===== src/rtl/mem_port_arbiter.sv =====
// Two-port round-robin arbiter in front of the unified memory; one access in flight at a time.
// Optional feature macro ARB_LOCK_EN adds the l_lock input so the loader can keep the memory.
module mem_port_arbiter #(
    parameter int unsigned AW      = 32,
    parameter int unsigned DW      = 32,
    parameter int unsigned MEM_LAT = 1
) (
    input  logic          clk,
    input  logic          reset,
    input  logic          c_req,
    input  logic          c_we,
    input  logic [AW-1:0] c_addr,
    input  logic [DW-1:0] c_wdata,
    output logic [DW-1:0] c_rdata,
    output logic          c_ready,
    input  logic          l_req,
    input  logic          l_we,
    input  logic [AW-1:0] l_addr,
    input  logic [DW-1:0] l_wdata,
    output logic [DW-1:0] l_rdata,
    output logic          l_ready,
`ifdef ARB_LOCK_EN
    input  logic          l_lock,
`endif
    output logic          m_en,
    output logic          m_we,
    output logic [AW-1:0] m_addr,
    output logic [DW-1:0] m_wdata,
    input  logic [DW-1:0] m_rdata,
    output logic [1:0]    grant
);

    localparam int unsigned CW = 4;
    localparam logic PORT_CORE   = 1'b0;
    localparam logic PORT_LOADER = 1'b1;

    typedef enum logic [1:0] {
        S_IDLE  = 2'd0,
        S_ISSUE = 2'd1,
        S_WAIT  = 2'd2,
        S_RESP  = 2'd3
    } state_t;

    state_t        state_q, state_d;
    logic          owner_q, owner_d;
    logic          last_q, last_d;
    logic          we_q, we_d;
    logic          lock_q, lock_d;
    logic          pick;
    logic          lock_in;
    logic [CW-1:0] cnt_q, cnt_d;
    logic [AW-1:0] addr_d;
    logic [DW-1:0] wdata_d;
    logic [DW-1:0] c_rdata_d, l_rdata_d;
    logic          m_en_d, m_we_d, c_ready_d, l_ready_d;
    logic [1:0]    grant_d;

`ifdef ARB_LOCK_EN
    assign lock_in = l_lock;
`else
    assign lock_in = 1'b0;
`endif

    // Next state, request latching, read capture and next registered outputs
    always_comb begin
        state_d   = state_q;
        owner_d   = owner_q;
        last_d    = last_q;
        we_d      = we_q;
        lock_d    = lock_q;
        cnt_d     = cnt_q;
        addr_d    = m_addr;
        wdata_d   = m_wdata;
        c_rdata_d = c_rdata;
        l_rdata_d = l_rdata;
        pick      = PORT_CORE;

        case (state_q)
            S_IDLE: begin
                if (lock_q && !l_req) begin
                    lock_d = 1'b0;
                end
                if (lock_q && l_req) begin
                    pick = PORT_LOADER;
                end else if (c_req && l_req) begin
                    pick = ~last_q;
                end else begin
                    pick = l_req;
                end
                if (c_req || l_req) begin
                    owner_d = pick;
                    we_d    = (pick == PORT_LOADER) ? l_we    : c_we;
                    addr_d  = (pick == PORT_LOADER) ? l_addr  : c_addr;
                    wdata_d = (pick == PORT_LOADER) ? l_wdata : c_wdata;
                    state_d = S_ISSUE;
                end
            end
            S_ISSUE: begin
                cnt_d   = CW'(MEM_LAT - 1);
                state_d = S_WAIT;
            end
            S_WAIT: begin
                // Data is valid in the last WAIT cycle; capture on its closing edge
                if (cnt_q == '0) begin
                    state_d = S_RESP;
                    if (!we_q) begin
                        if (owner_q == PORT_LOADER) begin
                            l_rdata_d = m_rdata;
                        end else begin
                            c_rdata_d = m_rdata;
                        end
                    end
                end else begin
                    cnt_d = cnt_q - CW'(1);
                end
            end
            S_RESP: begin
                last_d  = owner_q;
                if (owner_q == PORT_LOADER) begin
                    lock_d = lock_in;
                end
                state_d = S_IDLE;
            end
            default: begin
                state_d = S_IDLE;
            end
        endcase

        m_en_d    = (state_d == S_ISSUE);
        m_we_d    = (state_d == S_ISSUE) && we_d;
        c_ready_d = (state_d == S_RESP) && (owner_d == PORT_CORE);
        l_ready_d = (state_d == S_RESP) && (owner_d == PORT_LOADER);
        if (state_d == S_IDLE) begin
            grant_d = 2'b00;
        end else begin
            grant_d = (owner_d == PORT_LOADER) ? 2'b10 : 2'b01;
        end
    end

    // State and output registers; reset abandons any access in flight
    always_ff @(posedge clk or negedge reset) begin
        if (!reset) begin
            state_q <= S_IDLE;
            owner_q <= PORT_CORE;
            last_q  <= PORT_LOADER;
            we_q    <= 1'b0;
            lock_q  <= 1'b0;
            cnt_q   <= '0;
            m_en    <= 1'b0;
            m_we    <= 1'b0;
            m_addr  <= '0;
            m_wdata <= '0;
            grant   <= 2'b00;
            c_ready <= 1'b0;
            l_ready <= 1'b0;
            c_rdata <= '0;
            l_rdata <= '0;
        end else begin
            state_q <= state_d;
            owner_q <= owner_d;
            last_q  <= last_d;
            we_q    <= we_d;
            lock_q  <= lock_d;
            cnt_q   <= cnt_d;
            m_en    <= m_en_d;
            m_we    <= m_we_d;
            m_addr  <= addr_d;
            m_wdata <= wdata_d;
            grant   <= grant_d;
            c_ready <= c_ready_d;
            l_ready <= l_ready_d;
            c_rdata <= c_rdata_d;
            l_rdata <= l_rdata_d;
        end
    end

endmodule

===== config.mk =====
export PLATFORM = sky130hd
export DESIGN_NAME = mem_port_arbiter
export DESIGN_NICKNAME = d
export VERILOG_FILES = /design/src/rtl/mem_port_arbiter.sv
export SDC_FILE = /design/constraint.sdc
export NUM_CORES = 1
export LEC_CHECK = 0
export BUFFER_PORTS_ARGS = -buffer_cell sky130_fd_sc_hd__buf_2
export CAP_MARGIN = 10
export CELL_PAD_IN_SITES_DETAIL_PLACEMENT = 2
export CELL_PAD_IN_SITES_GLOBAL_PLACEMENT = 2
export CORE_ASPECT_RATIO = 1.75
export CORE_MARGIN = 2
export CORE_UTILIZATION = 25
export CTS_CLUSTER_SIZE = 20
export DETAILED_ROUTE_END_ITERATION = 16
export GPL_TIMING_DRIVEN = 0
export PLACE_DENSITY_LB_ADDON = 0.1
export SLEW_MARGIN = 20
export SYNTH_ARGS = -nofsm -noshare
export SYNTH_HDL_FRONTEND = slang
export SYNTH_SLANG_ARGS = --single-unit

===== constraint.sdc =====
create_clock -name clk -period 2 [get_ports clk]
set_input_delay 0.1 -clock clk [delete_from_list [all_inputs] [get_ports clk]]
set_output_delay 0.1 -clock clk [all_outputs]
set_load 0.005 [all_outputs]

======== Yosys cells after proc, flatten, opt, wreduce, memory -nomap -nowiden ========
Cells that the tools add are included.
word-level totals
  flip-flop bits (word level) ............. 144
  output and inout bits ................... 134
  input port bits ......................... 166
  word-level logic and storage cells ...... 66
cells by class
  $add $sub $neg .......................... 1
  multiplexer cells ....................... 20
  eq/ne operators ......................... 8
  reductions and logical operators ........ 18
  bitwise gates (word level) .............. 4
operators with widths
  kind                 count
  $mux 32              2
  $mux 1               10
  $mux 2               4
  $pmux 2 s4           1
  $pmux 4 s2           1
  $reduce_and 4->1     2
  $eq 2x2->1 const B   3
  $logic_and 1x1->1    6
  $ne 2x2->1 const B   3
  $eq 2x1->1 const B   2
  $logic_not 2->1      2
  $logic_not 4->1      1
  $mux 4               1
  $not 1->1            4
  $reduce_and 2->1     2
  $reduce_bool 2->1    2
  $sub 4x1->4 const B  1
  $reduce_and 3->1     1
  $pmux 1 s2           1
  $logic_not 1->1      1
  $logic_or 1x1->1     1

======== Logic depth before layout (Yosys ltp) ========
  depth in word-level cells ............... 8
  mapped depth ............................ 8
  mapped depth without buffers ............ 6

======== Least setup slack after synthesis ========
Ideal clock, no wire load.
  path type ............................... reg-to-reg
  from .................................... register state_q[0]
  to ...................................... register l_rdata[0]
  stages on the path, launching flop included .. 9
  data required time ...................... 1.875 ns
  period minus slack after synthesis ...... 1.975 ns
  data arrival time ....................... 1.849 ns
  path buffers ............................ 3
  setup time .............................. 0.125 ns
  setup slack ............................. 0.025 ns
  cell sequence ........................... dfrtp_1 inv_1 ha_1 buf_4 nand4bb_4 or3b_1 buf_2 buf_6 mux2_4
on the way
  word-level cells in the longest chain between the ends .. 2
RTL lines
  element                            RTL line  source
  from (decl)                        44        state_t state_q, state_d;
  from (signal assigned)             159       state_q <= state_d;
  $eq 2x2->1                         78        case (state_q)
  $reduce_and 4->1 (no source line)  -
  to (signal assigned)               173       l_rdata <= l_rdata_d;
  to (decl)                          20        output logic [DW-1:0] l_rdata,
Every way passes these cells.
A chain may end at the register's enable or synchronous reset.

======== Worst setup path after layout ========
  from .................................... register state_q[0]
  to ...................................... register l_rdata[20]
The elaborated chain is that of the path after synthesis.

==> results.cfg <==
[cts]
clk_latency_ns = 0.44
clk_pin_slew_worst_paths_ns = 0.06
numClockSinks = 143
htreeDepth = 4
cts_tree = built
cts_root_buf = clkbuf_16
clockBufferDepth = 2
cts-buffers-inserted = 17

[grt]
gr-usage-met2_pct = 36.5
gr-total-overflow = 0
grt_busiest_layer = met2
antenna_found_initial = 0
grt_pass1_vias = 6816
grt_util_all_layers_pct = 19.3
use_met1_pct = 18.7
grt_pass1_wl_um = 37600
gr-usage-met3_pct = 5.63
grt_start_max_net_pins = 94

[power]
finalPower_w = 0.0142
ir_worst_vdd_uv = 581
cellPowerDensity_nw_per_um2 = 1350
p_leak_nw = 5.40

[place]
io_buffers = 299
place_area_um2 = 8090
gp_congestion = 0.742
hpwl_um = 16700
placed_cells = 1094

[logic_synthesis]
post_synth_num_cell_types = 34
yosysSeqAreaShare_pct = 58.0
yosys-mux-area-fraction_pct = 24.7
synth_compound_area_share_pct = 6.47
synth_xor_area_share_pct = 0.142
yosysMostFrequentCell = dfrtp_1
synth_nets = 654
synthesis.area_um2 = 6170
synthCells = 482
synth.top_cell.area_share_pct = 57.6
synthArstFlopShare_pct = 100
synthAdderAreaFrac_pct = 1.22
synth_area_per_cell_um2 = 12.8
synth_ff_type = dfrtp_1
synth_top_family_by_area = multiplexers
yosys.area_share.simple_pct = 6.45
ys_warn_count = 0
synth_edf_count = 0
synth_area_leaders = dfrtp_1, mux2i_1, mux2_4, mux2_2, o21ai_0
yosysTopAreaCell = dfrtp_1
ys_ff_latch = 143
synthTopCellsByCount = dfrtp_1, mux2i_1, nand2_1, o21ai_0, mux2_2

[finish]
area_delta_synth_final_pct = 69.5
fill_cells = 2491
drive_gt1_share_pct = 44.8
instances_no_fill = 1288
fin_area_um2 = 10500
finalNetCount = 1135
diodes = 0

[floorplanning]
core_area_um2 = 24400
die_h_um = 212
io_pins = 300
dieArea_um2 = 26000
chipWidth_um = 123
initial_core_util_pct = 25.2
rows = 76

[timing]
setup_viol_count_final = 0
hold_viol = 0
whs_ns = 0.00551
fmax_mhz = 510
worstMarginPinSlew_ns = 0.525
slew_violations = 0
rsz0062_at_grt = yes
fin_crit_sh_pct = 98.0
finalClockSkew_ns = 0.00658
setup_tns_ns = 0
relSlewSlack_pct = 65.0
fin_crit_ns = 1.96

[worst_setup_path]
cp_slowest_cell = or3b_4
cp_cell_sequence = inv_2 -> ha_4 -> nand4bb_4 -> or3b_4 -> buf_12 -> clkbuf_16 -> mux2_4
path_depth = 7
cp_num_buf_inv = 3
end_kind = flop
arrival_ns = 2.28
worstReg2RegEnd = l_rdata[20]
start_kind = flop
r2r_start = state_q[0]
reg2reg_slack_ns = 0.04
worst-path-max-fanout = 6
critPathRequiredTime_ns = 2.32
crit_family = simple AND/OR/NAND/NOR gates
startpoint = state_q[0]
cpPeakStageDelay_ns = 0.41
crit_type = reg2reg
worst-r2r-cell-count = 7
crit_end = l_rdata[20]

[detailed_routing]
antenna_left = 0
remaining_drc_errors = 0
wl_per_cell_um = 19.1
drtIter0Drc = 129
wl_um = 24600
dr_total_vias = 5756
viasPerCell = 4.47
firstDrtPassIters = 4

[run]
max_cap_violations = 0

[run_status]
outcome = completed

[hold_path]
hold_path.class = in2reg
==> timing repair <==
item,CTS,global route
hold endpoints to repair,175,0
endpoints found under the setup margin,124,93
hold buffers,152,0
gates cloned,0,2
setup buffers,5,4
gates resized for setup,25,19
pin swaps,1,3
==> area by class of cell <==
cell class	instances	area, um^2	area share [%]
clock inverter	14	165	1.58
sequential	143	3580	34.2
tap	312	390	3.73
clock buffer	18	439	4.20
buffer	29	231	2.21
inverter	7	26.3	0.251
multi-input combinational	302	2450	23.5
timing repair buffer	463	3170	30.3
==> power breakdown <==
group | switching (W) | total [W] | internal, W
clock | 0.00129 | 0.00328 | 0.00199
combinational | 0.00279 | 0.00582 | 0.00303
sequential | 0.000754 | 0.00507 | 0.00431
total | 0.00483 | 0.0142 | 0.00933
==> worst min path at each step <==
stage	from	endpoint	slack, ns	cells after the start
3_3_place_gp	m_rdata[5]	c_rdata[5]	0.34	2
2_1_floorplan	reset	c_rdata[0]	-0.20	0
5_1_grt	l_addr[28]	m_addr[28]	0.01	3
4_1_cts	c_wdata[13]	m_wdata[13]	0.0006	3
3_5_place_dp	reset	l_rdata[24]	0.05	1
6_report	l_addr[28]	m_addr[28]	0.006	3
==> metrics by stage <==
| stage | worst slack (ns) | util [%] |
|---|---|---|
| 5_1_grt | -0.0224 | 42.8 |
| 3_3_place_gp | -1.36 | 33.0 |
| 4_1_cts | -0.0248 | 42.3 |
| 6_report | 0.0408 | 42.8 |
| 2_1_floorplan | 0.0254 | - |
| 3_5_place_dp | -0.476 | 33.1 |
==> worst min-delay path: stages <==
cell and delay (ns):
buf_2 0.09, mux2i_1 0.07, o21ai_0 0.14
==> placed cells by master, fill, tap and decap left out, types with 3 or more instances in the layout <==
master and count:
mux2_4 30, buf_4 15, mux2i_1 68, clkbuf_1 10
bufinv_16 3, nor2_1 3, clkinv_4 3, buf_12 4
nor3_1 5, o21ai_0 65, ha_1 3, inv_1 4
ha_4 3, nand2_1 67, inv_2 3, a21oi_1 3
clkbuf_16 19, dlygate4sd3_1 152, dfrtp_1 142, buf_6 3
mux2_2 33, buf_2 301, clkinv_2 5
==> registers in the layout, summed over array words and instances, names as in the netlist <==
register  cells
c_rdata      32
l_rdata      32
m_addr       32
m_wdata      32
cnt_q         4
grant         2
state_q       2
c_ready       1
l_ready       1
last_q        1
m_en          1
m_we          1
owner_q       1
we_q          1
==> logic make-up (layout without fill, tap and decap cells) <==
logic type	count (synthesis)	count (layout)
simple gates	87	87
xor+xnor	1	1
mux	133	133
compound gates	75	75
buf+inv	37	531
fa+ha+maj	6	6
flops	143	143
==> per-layer routing <==
metal  vias to the layer above  routed length (um)
met3                        44                1570
li1                       2633                   -
met2                       222               13700
met4                         0                 877
met1                      2857                8520
met5                         -                   0
No activity file was read; power rests on OpenSTA's default activity.
